`src/rtl/cpu_pkg.sv`:
```
// -----------------------------------------------------------------------------
// cpu_pkg
// Definitions shared by the CPU front end: the default datapath width and the
// state encoding of the instruction-fetch queue controller.
// -----------------------------------------------------------------------------
package cpu_pkg;

  // Default address / instruction width of the core.
  localparam int XLEN_DEFAULT = 32;

  // Fetch controller states:
  //   ST_BOOT    - one idle cycle after reset release, no requests
  //   ST_RUN     - normal fetching
  //   ST_DISCARD - a redirect left a response pending; drop it when it lands
  typedef enum logic [1:0] {
    ST_BOOT    = 2'd0,
    ST_RUN     = 2'd1,
    ST_DISCARD = 2'd2
  } fetch_state_e;

endpackage : cpu_pkg

```
`src/rtl/fifo_ram.sv`:
```
// -----------------------------------------------------------------------------
// fifo_ram
// Queue storage: DEPTH words of WIDTH bits, one synchronous write port and one
// asynchronous read port. Contents are not reset; the owner tracks validity.
//
// Ports
//   clk    in   clock
//   we     in   write enable
//   waddr  in   write address
//   wdata  in   write data
//   raddr  in   read address
//   rdata  out  read data (combinational from raddr)
// -----------------------------------------------------------------------------
module fifo_ram #(
  parameter int WIDTH = 64,
  parameter int DEPTH = 4,
  parameter int AW    = $clog2(DEPTH)
) (
  input  logic             clk,
  input  logic             we,
  input  logic [AW-1:0]    waddr,
  input  logic [WIDTH-1:0] wdata,
  input  logic [AW-1:0]    raddr,
  output logic [WIDTH-1:0] rdata
);

  logic [WIDTH-1:0] mem_q [DEPTH];

  // Write port: store one entry per enabled clock.
  always_ff @(posedge clk) begin
    if (we) begin
      mem_q[waddr] <= wdata;
    end
  end

  assign rdata = mem_q[raddr];

endmodule : fifo_ram

```
`src/rtl/ifetch_queue.sv`:
```
// -----------------------------------------------------------------------------
// ifetch_queue
// Instruction fetch unit with a small decoupling queue. Owns the fetch PC,
// issues one word request per cycle while the queue has room, captures
// responses (one cycle after the request) into a FIFO, and presents the head
// entry to decode. A redirect flushes the queue and restarts fetching at the
// new target; a response still outstanding at that moment is discarded.
//
// Ports
//   clk            in   clock, rising edge
//   rst_n          in   asynchronous active-low reset
//   imem_req       out  fetch request this cycle
//   imem_addr      out  fetch address (word aligned)
//   imem_valid     in   response valid, one cycle after imem_req
//   imem_data      in   returned instruction word
//   redirect_valid in   taken branch/jump: flush and refetch
//   redirect_pc    in   new fetch target (low two bits ignored)
//   out_valid      out  queue head valid
//   out_ready      in   decode accepts the head
//   out_inst       out  head instruction
//   out_pc4        out  head address + 4
//   occupancy      out  number of queued entries
// -----------------------------------------------------------------------------
module ifetch_queue
  import cpu_pkg::*;
#(
  parameter int              XLEN     = XLEN_DEFAULT,
  parameter int              DEPTH    = 4,
  parameter logic [XLEN-1:0] RESET_PC = {XLEN{1'b0}}
) (
  input  logic                     clk,
  input  logic                     rst_n,
  output logic                     imem_req,
  output logic [XLEN-1:0]          imem_addr,
  input  logic                     imem_valid,
  input  logic [XLEN-1:0]          imem_data,
  input  logic                     redirect_valid,
  input  logic [XLEN-1:0]          redirect_pc,
  output logic                     out_valid,
  input  logic                     out_ready,
  output logic [XLEN-1:0]          out_inst,
  output logic [XLEN-1:0]          out_pc4,
  output logic [$clog2(DEPTH):0]   occupancy
);

  localparam int PW = $clog2(DEPTH);

  localparam logic [PW-1:0]   PTR_ONE  = PW'(1);
  localparam logic [PW:0]     OCC_ONE  = (PW + 1)'(1);
  localparam logic [PW:0]     OCC_MAX  = (PW + 1)'(DEPTH);
  localparam logic [PW+1:0]   FILL_MAX = (PW + 2)'(DEPTH);
  localparam logic [XLEN-1:0] WORD_INC = {{(XLEN-3){1'b0}}, 3'd4};
  localparam logic [XLEN-1:0] ALIGN_MASK = ~{{(XLEN-2){1'b0}}, 2'b11};

  fetch_state_e      state_q, state_d;
  logic [XLEN-1:0]   pc_q, pc_d;
  logic [XLEN-1:0]   req_addr_q, req_addr_d;
  logic              inflight_q, inflight_d;
  logic [PW-1:0]     wr_ptr_q, wr_ptr_d;
  logic [PW-1:0]     rd_ptr_q, rd_ptr_d;
  logic [PW:0]       occ_q, occ_d;

  logic              issue_s;
  logic              push_s;
  logic              pop_s;
  logic [PW+1:0]     fill_s;
  logic [2*XLEN-1:0] wr_data_s;
  logic [2*XLEN-1:0] rd_data_s;

  // Handshake decisions for this cycle: request issue, queue push and pop.
  always_comb begin
    fill_s = {1'b0, occ_q} + {{(PW + 1){1'b0}}, inflight_q};
    pop_s  = (occ_q != {(PW + 1){1'b0}}) && out_ready;

    // The outstanding request reserves a slot so a full queue never overflows.
    if ((state_q == ST_RUN) && !redirect_valid && (fill_s < FILL_MAX)) begin
      issue_s = 1'b1;
    end else begin
      issue_s = 1'b0;
    end

    // Only a response we are actually waiting for is captured, and only in RUN.
    if ((state_q == ST_RUN) && imem_valid && inflight_q && !redirect_valid &&
        ((occ_q != OCC_MAX) || pop_s)) begin
      push_s = 1'b1;
    end else begin
      push_s = 1'b0;
    end

    wr_data_s = {imem_data, req_addr_q + WORD_INC};
  end

  // Next-state logic of the fetch controller.
  always_comb begin
    state_d = state_q;
    case (state_q)
      ST_BOOT: begin
        state_d = ST_RUN;
      end
      ST_RUN, ST_DISCARD: begin
        if (redirect_valid) begin
          // A response arriving in the redirect cycle is dropped right here;
          // only a still-pending one needs the DISCARD state.
          if (inflight_q && !imem_valid) begin
            state_d = ST_DISCARD;
          end else begin
            state_d = ST_RUN;
          end
        end else if ((state_q == ST_DISCARD) && imem_valid) begin
          state_d = ST_RUN;
        end else begin
          state_d = state_q;
        end
      end
      default: begin
        state_d = ST_BOOT;
      end
    endcase
  end

  // Next values of the fetch PC, in-flight tracking, pointers and occupancy.
  always_comb begin
    pc_d       = pc_q;
    req_addr_d = req_addr_q;
    inflight_d = inflight_q;
    wr_ptr_d   = wr_ptr_q;
    rd_ptr_d   = rd_ptr_q;
    occ_d      = occ_q;

    if (issue_s) begin
      inflight_d = 1'b1;
    end else if (imem_valid) begin
      inflight_d = 1'b0;
    end else begin
      inflight_d = inflight_q;
    end

    if (redirect_valid) begin
      // Redirect wins over any push/pop happening in the same cycle.
      pc_d     = redirect_pc & ALIGN_MASK;
      wr_ptr_d = {PW{1'b0}};
      rd_ptr_d = {PW{1'b0}};
      occ_d    = {(PW + 1){1'b0}};
    end else begin
      if (issue_s) begin
        pc_d       = pc_q + WORD_INC;
        req_addr_d = pc_q;
      end else begin
        pc_d       = pc_q;
        req_addr_d = req_addr_q;
      end

      if (push_s) begin
        wr_ptr_d = wr_ptr_q + PTR_ONE;
      end else begin
        wr_ptr_d = wr_ptr_q;
      end

      if (pop_s) begin
        rd_ptr_d = rd_ptr_q + PTR_ONE;
      end else begin
        rd_ptr_d = rd_ptr_q;
      end

      case ({push_s, pop_s})
        2'b10:   occ_d = occ_q + OCC_ONE;
        2'b01:   occ_d = occ_q - OCC_ONE;
        default: occ_d = occ_q;
      endcase
    end
  end

  // State registers with asynchronous reset.
  always_ff @(posedge clk or negedge rst_n) begin
    if (!rst_n) begin
      state_q    <= ST_BOOT;
      pc_q       <= RESET_PC;
      req_addr_q <= {XLEN{1'b0}};
      inflight_q <= 1'b0;
      wr_ptr_q   <= {PW{1'b0}};
      rd_ptr_q   <= {PW{1'b0}};
      occ_q      <= {(PW + 1){1'b0}};
    end else begin
      state_q    <= state_d;
      pc_q       <= pc_d;
      req_addr_q <= req_addr_d;
      inflight_q <= inflight_d;
      wr_ptr_q   <= wr_ptr_d;
      rd_ptr_q   <= rd_ptr_d;
      occ_q      <= occ_d;
    end
  end

  fifo_ram #(
    .WIDTH (2 * XLEN),
    .DEPTH (DEPTH),
    .AW    (PW)
  ) u_fifo_ram (
    .clk   (clk),
    .we    (push_s),
    .waddr (wr_ptr_q),
    .wdata (wr_data_s),
    .raddr (rd_ptr_q),
    .rdata (rd_data_s)
  );

  assign imem_req  = issue_s;
  assign imem_addr = pc_q;
  assign out_valid = (occ_q != {(PW + 1){1'b0}});
  assign out_inst  = rd_data_s[2*XLEN-1:XLEN];
  assign out_pc4   = rd_data_s[XLEN-1:0];
  assign occupancy = occ_q;

endmodule : ifetch_queue

```
`config.mk`:
```
export PLATFORM = sky130hd
export DESIGN_NAME = ifetch_queue
export DESIGN_NICKNAME = d
export VERILOG_FILES = /design/src/rtl/cpu_pkg.sv /design/src/rtl/fifo_ram.sv /design/src/rtl/ifetch_queue.sv
export SDC_FILE = /design/constraint.sdc
export NUM_CORES = 1
export LEC_CHECK = 0
export BUFFER_PORTS_ARGS = -buffer_cell sky130_fd_sc_hd__buf_2
export CORE_ASPECT_RATIO = 1.75
export CORE_MARGIN = 8
export CORE_UTILIZATION = 55
export CTS_CLUSTER_SIZE = 28
export DETAILED_ROUTE_END_ITERATION = 10
export GPL_ROUTABILITY_DRIVEN = 0
export MAX_ROUTING_LAYER = met4
export PLACE_DENSITY = 0.81
export SYNTH_ARGS = -nofsm -noshare
export SYNTH_HDL_FRONTEND = slang
export SYNTH_SLANG_ARGS = --single-unit
```
`constraint.sdc`:
```
create_clock -name clk -period 8.65 [get_ports clk]
set_input_delay 2.1625 -clock clk [delete_from_list [all_inputs] [get_ports clk]]
set_output_delay 2.1625 -clock clk [all_outputs]
set_load 0.02 [all_outputs]
```
Word-level counts from Yosys, hierarchy flattened --
Memories as Yosys holds them, arrays and structs flattened. Cells that the tools add are included.
Operators by class: add/sub/neg operators 7, magnitude comparators 1, equal/unequal tests 6, mux-type cells 18, bitwise operators 1, reductions and logical operators 21
Operators by type and width (count):
- adder 32 x 3 -> 32 bit, second input constant | 2
- two-way mux 32 bit | 2
- two-way mux 2 bit | 7
- logical AND 1 bit | 9
- nonzero test 2 bit | 4
- two-way mux 1 bit | 6
- inequality test 3 bit, second input constant | 2
- one-hot mux 3 bit (2 select lines) | 1
- nonzero test 3 bit | 2
- adder 2 x 1 -> 2 bit, second input constant | 2
- adder 3 x 1 -> 4 bit | 1
- equality test 2 x 1 -> 1 bit, second input constant | 2
- equality test 2 bit, second input constant | 2
- < comparator 4 x 3 -> 1 bit, second input constant | 1
- one-hot mux 2 bit (2 select lines) | 1
- adder 3 x 1 -> 3 bit, second input constant | 1
- two-way mux 3 bit | 1
- subtractor 3 x 1 -> 3 bit, second input constant | 1
- logical NOT 1 bit | 2
- logical NOT 2 bit | 1
- AND reduction 2 bit | 1
- OR reduction 2 bit | 1
- logical OR 1 bit | 1
- inverter 1 bit | 1
Word-level totals: register bits 74, RAM bits 256, input port bits 69, output and inout bits 101, logic and storage cells 62, memories 1
Memories:
- u_fifo_ram.mem_q | depth 4, width 64, rd ports 1, clocked after memory_dff 0, write ports 1, line fifo_ram.sv:27 | logic [WIDTH-1:0] mem_q [DEPTH];

Depth between registers and ports, before layout --
Gate-level depths: netlist of the first run.
word-level depth 9, gate-level depth with buffers 10, mapped depth without buffers 8

By module --
Synthesis of the first run repeated with hierarchy kept, for this count alone.
Second synthesis, totals: cells, all modules 844, area, all modules 13680.6 um^2
By module, submodules not included:
- fifo_ram | times used 1, cells each 338, area an instance 9341.5 um^2, sequential area each 7687.4 um^2
- ifetch_queue | times used 1, cells each 506, area an instance 4339.2 um^2, sequential area each 1751.7 um^2

Worst setup path before layout of the first run --
OpenSTA, ideal clock, no wires.
kind input to output, start point in redirect_valid, end point out imem_req, data arrival time 3202 ps, data required time 6488 ps, setup slack 3285 ps, stages on the path 6, buffers on the path 3, path through nand2b_1 or3_1 buf_6 inv_4 buf_4 buf_2
On the way: cells in the longest elaborated chain, start to end 4
Ends and longest elaborated chain:
- from (decl) | line ifetch_queue.sv:37 | input logic redirect_valid,
- logical NOT 1 bit | line ifetch_queue.sv:76 | if ((state_q == ST_RUN) && !redirect_valid && (fill_s < FILL_MAX)) begin
- logical AND 1 bit (2 in a row) | line ifetch_queue.sv:76
- two-way mux 1 bit | line ifetch_queue.sv:76
- to (decl) | line ifetch_queue.sv:33 | output logic imem_req,
No other way between the ends.

Worst setup path in the final report of the first run --
Ends and elaborated chain as after synthesis.

==> results of run 1 <==
## per-layer routing
metal	wire length [um]	global-route usage (%)	vias up	share of wire, %
met3	1342	2.473	56	5.2
met4	760	7.227	0	3.0
met1	10000	21.02	3707	39
met2	13490	32.25	259	53
met5	0	-	-	0
li1	-	-	3438	-
## worst min-delay path, delay by kind of cell (launching register included)
family        cells  cell delay [ns]
flops             1             0.36
simple gates      2             0.10
## through the flow
stage | instance area (um^2) | instances | worst slack (ns) | utilization (%) | power, uW
2_1_floorplan | 13010 | 811 | 3.285 | - | 2863
3_3_place_gp | 14110 | 1252 | 2.949 | 60.73 | 3183
3_5_place_dp | 14110 | 1252 | 2.947 | 60.73 | 3221
4_1_cts | 14980 | 1299 | 2.950 | 64.44 | 4402
5_1_grt | 14980 | 1299 | 2.890 | 64.44 | 4574
6_report | 14980 | 1299 | 2.955 | 64.44 | 4354
## registers in the layout, summed over array words and instances, names as in the netlist
signal            count
u_fifo_ram.mem_q    248
imem_addr            30
req_addr_q           30
occupancy             3
rd_ptr_q              2
state_q               2
wr_ptr_q              2
inflight_q            1
## cell type report
| cell class | count | area (um^2) |
|---|---|---|
| clock inverters | 15 | 148.9 |
| well taps | 304 | 380.4 |
| clock buffers | 32 | 714.4 |
| inverters | 16 | 62.56 |
| repair buffers | 173 | 890.9 |
| multi-input cells | 441 | 3576 |
| fillers | 1692 | 8263 |
| flip-flops and latches | 318 | 9204 |
## cells in the final DEF (no fill, tap or decap), types with 3 or more instances in the layout
cell type	instances
sky130_fd_sc_hd__ha_1	10
sky130_fd_sc_hd__o311ai_0	12
sky130_fd_sc_hd__and2_1	4
sky130_fd_sc_hd__or3_1	3
sky130_fd_sc_hd__clkbuf_16	27
sky130_fd_sc_hd__inv_1	15
sky130_fd_sc_hd__xor2_1	10
sky130_fd_sc_hd__nand3_1	29
sky130_fd_sc_hd__conb_1	4
sky130_fd_sc_hd__edfxtp_1	248
sky130_fd_sc_hd__and2_2	4
sky130_fd_sc_hd__and4_1	4
sky130_fd_sc_hd__xnor2_1	23
sky130_fd_sc_hd__nand2b_1	3
sky130_fd_sc_hd__o21ai_0	26
sky130_fd_sc_hd__nand2_1	133
sky130_fd_sc_hd__o211ai_1	13
sky130_fd_sc_hd__nor4_1	5
sky130_fd_sc_hd__buf_2	163
sky130_fd_sc_hd__clkinvlp_2	3
sky130_fd_sc_hd__bufinv_16	3
sky130_fd_sc_hd__and3_1	10
sky130_fd_sc_hd__nand4_1	15
sky130_fd_sc_hd__nor2_1	23
sky130_fd_sc_hd__buf_4	10
sky130_fd_sc_hd__mux4_2	62
sky130_fd_sc_hd__clkbuf_1	3
sky130_fd_sc_hd__a31oi_1	4
sky130_fd_sc_hd__a21oi_1	8
sky130_fd_sc_hd__nor2b_1	3
sky130_fd_sc_hd__clkinv_2	8
sky130_fd_sc_hd__nor3_1	7
sky130_fd_sc_hd__dfrtp_1	68
## worst max-delay path by stage
stage,slack [ns],cells after the start,from,endpoint
after global placement,2.95,5,redirect_valid,imem_req
after floorplan,3.29,6,redirect_valid,imem_req
after detailed placement,2.95,5,redirect_valid,imem_req
after global routing,2.89,5,redirect_valid,imem_req
final,2.95,5,redirect_valid,imem_req
after CTS,2.95,5,redirect_valid,imem_req
## kinds of logic after synthesis
kind of cell / count (synthesis) / synth area share (%)
XOR/XNOR: 33 / 2.224
AND/OR/NAND/NOR: 256 / 9.407
multiplexers: 63 / 10.83
AO/OA/AOI/OAI: 74 / 3.774
flip-flops: 318 / 70.79
adder cells (fa/ha/maj): 11 / 1.117
other: 1 / 0.02886
buffers and inverters: 52 / 1.829
## power by group
part           internal [uW]  switching (uW)
Sequential              1880             194
Clock                    676             505
Combinational            445             658
==> results_dict.tcl, run 1 <==
set metrics [dict create \
    run_status "finished, final reports clean" \
    netlist_top_cells_count "sky130_fd_sc_hd__edfxtp_1 (248), sky130_fd_sc_hd__nand2_1 (133), sky130_fd_sc_hd__dfrtp_1 (70)" \
    ys.warnings.count 0 \
    overflow 0 \
    cts_tree "done" \
    reg2reg_setup_slack_ns 6.03 \
    hp-class "reg2reg" \
    headroom_to_the_max_slew_limit_pct 27.04 \
    fraction_of_the_cycle_the_final_worst_path_needs_pct 65.84 \
    path_cells "buf_2 > nand2b_1 > or3_2 > inv_4 > buf_2" \
    syn_to_final_growth_pct 15.25 \
    ys.flop_type "sky130_fd_sc_hd__edfxtp_1" \
    post_drt_wl_per_cell_um 19.70 \
    num_antenna_cells 0 \
    dp_hpwl_mm 16.52 \
    finalSetupViolations 0 \
    synth_edf_count 248 \
    fin_worst_hold_slack_ns 0.4971 \
    synth.avg_cell_area_um2 16.08 \
    critPathRequiredTime_ns 6.49 \
    final-max-slew-violation-count 0 \
    path_max_fanout 44 \
    crit-reg2reg-launch "state_q[1]" \
    floorplan.initialDensity_pct 55.92 \
    post_cts_resize_count 0 \
    floorplan.die.height_um 219.3 \
    worst_ep_arrival_time_ns 3.53 \
    leakage_uw 0.005484 \
    antenna_violating_nets_left 0 \
    clock_network_latency_to_the_later_pin_of_the_worst_skew_pair_ns 0.53 \
    setup_repair_after_global_routing_missed_its_margin "false" \
    final_layout_size_suffix_gt1_share_pct 29.75 \
    ff2ff_path_depth 6 \
    routed-via-count 7460 \
    share_of_flip_flops_with_an_asynchronous_set_or_reset_after_synthesis_pct 22.01 \
    clkTransAtPathRegs_ns 0.06 \
    placementRows 74 \
    htree_levels 1 \
    port_buffers 163 \
    synth.yosys.seq_area_share_pct 70.79 \
    postCtsSetupBuffers 0 \
    holdBufCountCts 0 \
    synthDominantAreaCellType "sky130_fd_sc_hd__edfxtp_1" \
    drc_errors 0 \
    timing_worst_slew_pin_value_ns 1.090 \
    setup_tns_ns 0 \
    synth_most_common_cell "sky130_fd_sc_hd__edfxtp_1" \
    grt_first_pass_wirelength_mm 41.28 \
    drt-vias-per-instance 5.743 \
    die_area_um2 29000 \
    netlist.area_leader.share_pct 57.31 \
    cts_root_buf "sky130_fd_sc_hd__clkbuf_16" \
    vdd.ir_drop.worst_v 0.0001713 \
    cts_max_path_buffers 3 \
    reg2reg_to "u_fifo_ram.mem_q[0][16]" \
    cellPowerDensity_nw_per_um2 290.7 \
    worst_path_max_delay_cell "sky130_fd_sc_hd__or3_2" \
    cap_violations 0 \
    critical_path.most_common_cell "sky130_fd_sc_hd__buf_2" \
    num-nets-final 1057 \
    hold_violations 0 \
    number_of_global_route_vias_before_repair 7984 \
    antenna_found_initial 0 \
    detailedRoute.firstIterationViolations 478 \
    total_track_usage_pct 18.35 \
    hold-path-cell-count 2 \
    grt_max_degree 71 \
    ys_types 52 \
    endpoint_kind "primary output" \
    number_of_buffers_created_by_cts 27 \
    worstHoldStart "req_addr_q[31]" \
    firstDrtPassIters 5 \
    path_class "in2out" \
    period_needed_ns 5.695 \
    worst_clock_skew_ns 0.01185 \
    drt-total-wl_mm 25.59 \
    yosys_register_bits 318 \
    post_synth_main_area_contributors "sky130_fd_sc_hd__edfxtp_1 (57%), sky130_fd_sc_hd__dfrtp_1 (13%), sky130_fd_sc_hd__mux4_2 (11%)" \
    critPathBufInv 3 \
    post_synth_instance_area_um2 12990 \
    timing.critical_path.slowest_cell_delay_ns 0.49 \
    startpoint_type "input port" \
    worst_path_dominant_cell_family "buffers and inverters" \
    core_area_um2 23240 \
    syn_inst 808 \
    clock_sink_count 318 \
    total_i_o_pin_count 170 \
    max_clock_freq_ghz 0.1756 \
    die_width_um 132.2 \
    hold-path-endpoint "req_addr_q[31]" \
]
Power figures use the tool's default switching activity.
==> inputs of run 2 (changes only) <==
Settings changed: CORE_UTILIZATION 55 to 52, PLACE_DENSITY 0.81 to 0.8.
Clock period 8.65 ns to 4.9 ns, I/O delays scaled along.
==> run 2 against run 1 <==
Against the previous run:
- clock power increased by 85%
- cell area up 1.1%
- global-route usage is 0.80 points lower
- worst setup slack got worse by 1.8 ns
- non-clock buffer count increased by 4
==> results_dict.tcl, run 2 (same netlist as run 1, synthesis figures left out) <==
set metrics [dict create \
    worstHoldStart "req_addr_q[31]" \
    num-nets-final 1061 \
    crit-reg2reg-launch "state_q[1]" \
    critPathRequiredTime_ns 3.67 \
    drt-total-wl_mm 25.60 \
    postCtsSetupBuffers 0 \
    fin_worst_hold_slack_ns 0.4998 \
    endpoint_kind "primary output" \
    max_flop_register "u_fifo_ram.mem_q" \
    post_drt_wl_per_cell_um 19.51 \
    max_clock_freq_ghz 0.2684 \
    post_cts_resize_count 0 \
    drt-vias-per-instance 5.640 \
    routed-via-count 7400 \
    clock_sink_count 318 \
    cap_violations 0 \
    vdd.ir_drop.worst_v 0.0003477 \
    die_width_um 135.5 \
    htree_levels 1 \
    holdBufCountCts 0 \
    preCtsSetupSlack_ns 1.266 \
    worst_path_dominant_cell_family "flip-flops" \
    total_track_usage_pct 17.55 \
    setup_ws_ns 1.174 \
    setup_tns_ns 0 \
    drc_errors 0 \
    reg2reg_to "u_fifo_ram.mem_q[0][35]" \
    headroom_to_the_max_slew_limit_pct 22.03 \
    core_area_um2 24630 \
    grt_first_pass_wirelength_mm 40.90 \
    path_cells "buf_4 > mux4_2 > buf_2" \
    total_i_o_pin_count 170 \
    floorplan.initialDensity_pct 52.76 \
    setup_repair_after_global_routing_missed_its_margin "false" \
    mostFrequentLayoutCell "sky130_fd_sc_hd__edfxtp_1" \
    hold_violations 0 \
    cts_max_path_buffers 3 \
    hold-path-cell-count 2 \
    antenna_violating_nets_left 0 \
    number_of_global_route_vias_before_repair 7887 \
    overflow 0 \
    syn_to_final_growth_pct 16.46 \
    final_layout_size_suffix_gt1_share_pct 30.30 \
    reg2reg_setup_slack_ns 2.26 \
    clkTransAtPathRegs_ns 0.06 \
    firstDrtPassIters 4 \
    worst_path_max_delay_cell "sky130_fd_sc_hd__dfrtp_2" \
    fraction_of_the_cycle_the_final_worst_path_needs_pct 76.04 \
    worst_ep_arrival_time_ns 2.50 \
    ff2ff_path_depth 6 \
    grt_max_degree 63 \
    final-max-slew-violation-count 0 \
    clock_network_latency_to_the_later_pin_of_the_worst_skew_pair_ns 0.55 \
    final_cell_mix "sky130_fd_sc_hd__edfxtp_1 (248), sky130_fd_sc_hd__buf_2 (163), sky130_fd_sc_hd__nand2_1 (133)" \
    hp-class "reg2reg" \
    largest_register_ffs 248 \
    path_class "reg2out" \
    number_of_buffers_created_by_cts 27 \
    finalSetupViolations 0 \
    cts_root_buf "sky130_fd_sc_hd__clkbuf_16" \
    dp_hpwl_mm 17.50 \
    startpoint_type "register" \
    period_needed_ns 3.726 \
    critPathBufInv 2 \
    worst_clock_skew_ns 0.01537 \
    path_max_fanout 41 \
    antenna_found_initial 0 \
    timing_worst_slew_pin_value_ns 1.165 \
    leakage_uw 0.005528 \
    finalPower_uw 7820 \
    fill_cells 1826 \
    cellPowerDensity_nw_per_um2 516.7 \
    detailedRoute.firstIterationViolations 366 \
    port_buffers 163 \
    num_antenna_cells 0 \
    cts_tree "done" \
    hold-path-endpoint "req_addr_q[31]" \
    die_area_um2 30500 \
    timing.critical_path.slowest_cell_delay_ns 1.05 \
    placementRows 76 \
    run_status "finished, final reports clean" \
    floorplan.die.height_um 225.1 \
]
## run 2: where the power goes
| group | switching, uW | internal, uW | total, uW |
|---|---|---|---|
| Combinational | 1170 | 806 | 1980 |
| Clock | 946 | 1230 | 2180 |
| Sequential | 355 | 3310 | 3660 |
## run 2: per-layer routing
layer  vias to the layer above  GRT usage [%]  wire length, um
met2                       234          30.97            13930
met3                        43          1.875             1112
met5                         -              -                0
met4                         0          6.947              697
met1                      3666          19.96             9857
li1                       3457              -                -
## run 2: cell type report
| cell class | instances | area [um^2] | area share (%) |
|---|---|---|---|
| clock inverters | 21 | 242.7 | 1.604 |
| well taps | 312 | 390.4 | 2.579 |
| clock buffers | 27 | 675.6 | 4.464 |
| repair buffers | 177 | 983.4 | 6.498 |
| inverters | 16 | 62.56 | 0.4134 |
| flip-flops and latches | 318 | 9204 | 60.81 |
| multi-input cells | 441 | 3576 | 23.63 |
## run 2: stage by stage
| stage | util (%) | instance area [um^2] | cells |
|---|---|---|---|
| after detailed placement | 57.72 | 14220 | 1264 |
| after global placement | 57.72 | 14220 | 1264 |
| after CTS | 61.45 | 15130 | 1312 |
| after global routing | 61.45 | 15130 | 1312 |
| after floorplan | - | 13010 | 811 |
| final | 61.45 | 15130 | 1312 |
## run 2: how the worst max path moves through the flow
stage	from	depth (start not counted)	to	slack [ns]
global route	rd_ptr_q[0]	3	out_pc4[11]	1.00
CTS	rd_ptr_q[0]	3	out_pc4[11]	1.07
detailed placement	redirect_valid	6	u_fifo_ram.mem_q[0][20]	1.27
global placement	redirect_valid	5	imem_req	1.31
finish	rd_ptr_q[1]	3	out_inst[22]	1.17
floorplan	redirect_valid	3	u_fifo_ram.mem_q[0][10]	1.18
## run 2: worst reg2reg max path, delay by kind of cell (launching register included)
kind	cells	cell delay [ns]
adder cells (fa/ha/maj)	1	0.17
buffers and inverters	2	0.41
flip-flops	1	0.41
AND/OR/NAND/NOR	3	1.27
==> inputs of run 3 (changes only) <==
Clock period 4.9 ns to 3.3 ns, I/O delays scaled along.
==> run 3 against run 2 <==
Against the previous run:
- via count up 0.85%
- final cell count up 0.38%
- highest routed layer unchanged
- worst setup slack worse by 0.94 ns
- largest cell class unchanged
- clock skew up 0.0028 ns
==> results_dict.tcl, run 3 (same netlist as run 1, synthesis figures left out) <==
set metrics [dict create \
    num_antenna_cells 0 \
    multi_input_comb_area_um2 3576 \
    syn_to_final_growth_pct 16.48 \
    finalSetupViolations 0 \
    cts_root_buf "sky130_fd_sc_hd__clkbuf_16" \
    clock_sink_count 318 \
    grt_max_degree 63 \
    largest_register_ffs 248 \
    headroom_to_the_max_slew_limit_pct 29.97 \
    period_needed_ns 3.068 \
    worst_clock_skew_ns 0.01814 \
    post_drt_wl_per_cell_um 19.56 \
    run_status "finished, final reports clean" \
    detailedRoute.firstIterationViolations 433 \
    port_buffers 163 \
    worst_ep_arrival_time_ns 2.24 \
    area.sequential_um2 9204 \
    die_area_um2 30500 \
    setup_tns_ns 0 \
    timing_worst_slew_pin_value_ns 1.047 \
    reg2reg_to "imem_addr[21]" \
    overflow 0 \
    final_layout_size_suffix_gt1_share_pct 29.85 \
    antenna_violating_nets_left 0 \
    placementRows 76 \
    cts_tree "done" \
    final_cell_mix "sky130_fd_sc_hd__edfxtp_1 (248), sky130_fd_sc_hd__buf_2 (163), sky130_fd_sc_hd__nand2_1 (133)" \
    holdBufCountCts 0 \
    reg2reg_setup_slack_ns 0.72 \
    total_i_o_pin_count 170 \
    met3_length_mm 1.166 \
    drc_errors 0 \
    startpoint_type "register" \
    clkTransAtPathRegs_ns 0.07 \
    top_signal_layer_used "met4" \
    number_of_buffers_created_by_cts 27 \
    grt_first_pass_wirelength_mm 40.89 \
    critPathRequiredTime_ns 2.47 \
    max_clock_freq_ghz 0.3259 \
    core_area_um2 24630 \
    drt-total-wl_mm 25.76 \
    m1_wl_mm 10.07 \
    vdd.ir_drop.worst_v 0.0005119 \
    ff2ff_path_depth 8 \
    drt-vias-per-instance 5.667 \
    number_of_global_route_vias_before_repair 7728 \
    setup_repair_after_global_routing_missed_its_margin "false" \
    cap_violations 0 \
    floorplan.die.height_um 225.1 \
    firstDrtPassIters 5 \
    worst_path_max_delay_cell "sky130_fd_sc_hd__dfrtp_4" \
    path_cells "buf_4 > mux4_2 > buf_2" \
    die_width_um 135.5 \
    path_max_fanout 20 \
    clock_network_latency_to_the_later_pin_of_the_worst_skew_pair_ns 0.54 \
    mostFrequentLayoutCell "sky130_fd_sc_hd__edfxtp_1" \
    path_class "reg2out" \
    final_core_utilization_pct 61.46 \
    route.met2.wl_mm 13.88 \
    max_flop_register "u_fifo_ram.mem_q" \
    dp_hpwl_mm 17.00 \
    post_cts_resize_count 0 \
    antenna_found_initial 0 \
    fill_cells 1816 \
    fraction_of_the_cycle_the_final_worst_path_needs_pct 92.98 \
    endpoint_kind "primary output" \
    leakage_uw 0.005536 \
    hold_violations 0 \
    cellPowerDensity_nw_per_um2 758.7 \
    postCtsSetupBuffers 0 \
    floorplan.initialDensity_pct 52.76 \
    routed-via-count 7463 \
    crit-reg2reg-launch "state_q[1]" \
    total_track_usage_pct 17.49 \
    layout.cells.non_filler 1317 \
    hp-class "in2async" \
    htree_levels 1 \
    timing.critical_path.slowest_cell_delay_ns 0.70 \
    cts_max_path_buffers 3 \
    final-max-slew-violation-count 0 \
    placed_cells 1269 \
    num-nets-final 1066 \
]
==> run 3: cell count changes in the layout (fill, tap and decap cells not counted), sizes merged <==
cell | previous run | this run
buf | 177 | 182
clkbuf | 27 | 31
clkinvlp | 5 | 3
clkinv | 10 | 11
inv | 18 | 16
bufinv | 4 | 3
==> run 3: metrics by stage <==
step / total power (uW) / hold WS (ns) / setup slack [ns] / cell area (um^2)
after global placement: 8452 / 0.4822 / 0.4892 / 14290
after floorplan: 7501 / 0.4669 / 0.6103 / 13010
after global routing: 12020 / 0.3823 / 0.1169 / 15140
after CTS: 11600 / 0.3440 / 0.1697 / 15140
after detailed placement: 8551 / 0.4851 / 0.3925 / 14290
final: 11480 / 0.3494 / 0.2316 / 15140
==> run 3: power breakdown <==
part / leakage [uW] / switching (uW) / internal, uW
sequential: 0.00312 / 491 / 4920
clock: 0.000409 / 1330 / 1730
combinational: 0.00201 / 1780 / 1240
==> run 3: critical path, delay by kind of cell, from the launching register on <==
family / cells / cell delay [ns]
buffers and inverters: 2 / 0.45
flip-flops: 1 / 0.70
multiplexers: 1 / 0.56
==> run 3: worst max path at each step <==
stage | start | endpoint | slack [ns] | cells after the start
after global placement | redirect_valid | imem_addr[25] | 0.49 | 7
after CTS | rd_ptr_q[0] | out_inst[22] | 0.17 | 3
after global routing | rd_ptr_q[0] | out_inst[22] | 0.12 | 3
after floorplan | redirect_valid | imem_req | 0.61 | 6
after detailed placement | redirect_valid | imem_addr[21] | 0.39 | 6
final | rd_ptr_q[0] | out_pc4[23] | 0.23 | 3
==> run 3: final cells by class <==
type                            instances  share of cell area, %
Clock buffer                           31                  4.563
Clock inverter                         17                  1.025
Inverter                               16                 0.4133
Multi-Input combinational cell        441                  23.62
Sequential cell                       318                  60.80
Tap cell                              312                  2.579
Timing Repair Buffer                  182                  6.993
==> run 3: routing by layer <==
metal | track usage [%] | vias to the layer above
met4 | 6.371 | 0
li1 | - | 3465
met2 | 31.02 | 229
met5 | - | -
met1 | 19.73 | 3732
met3 | 2.254 | 37
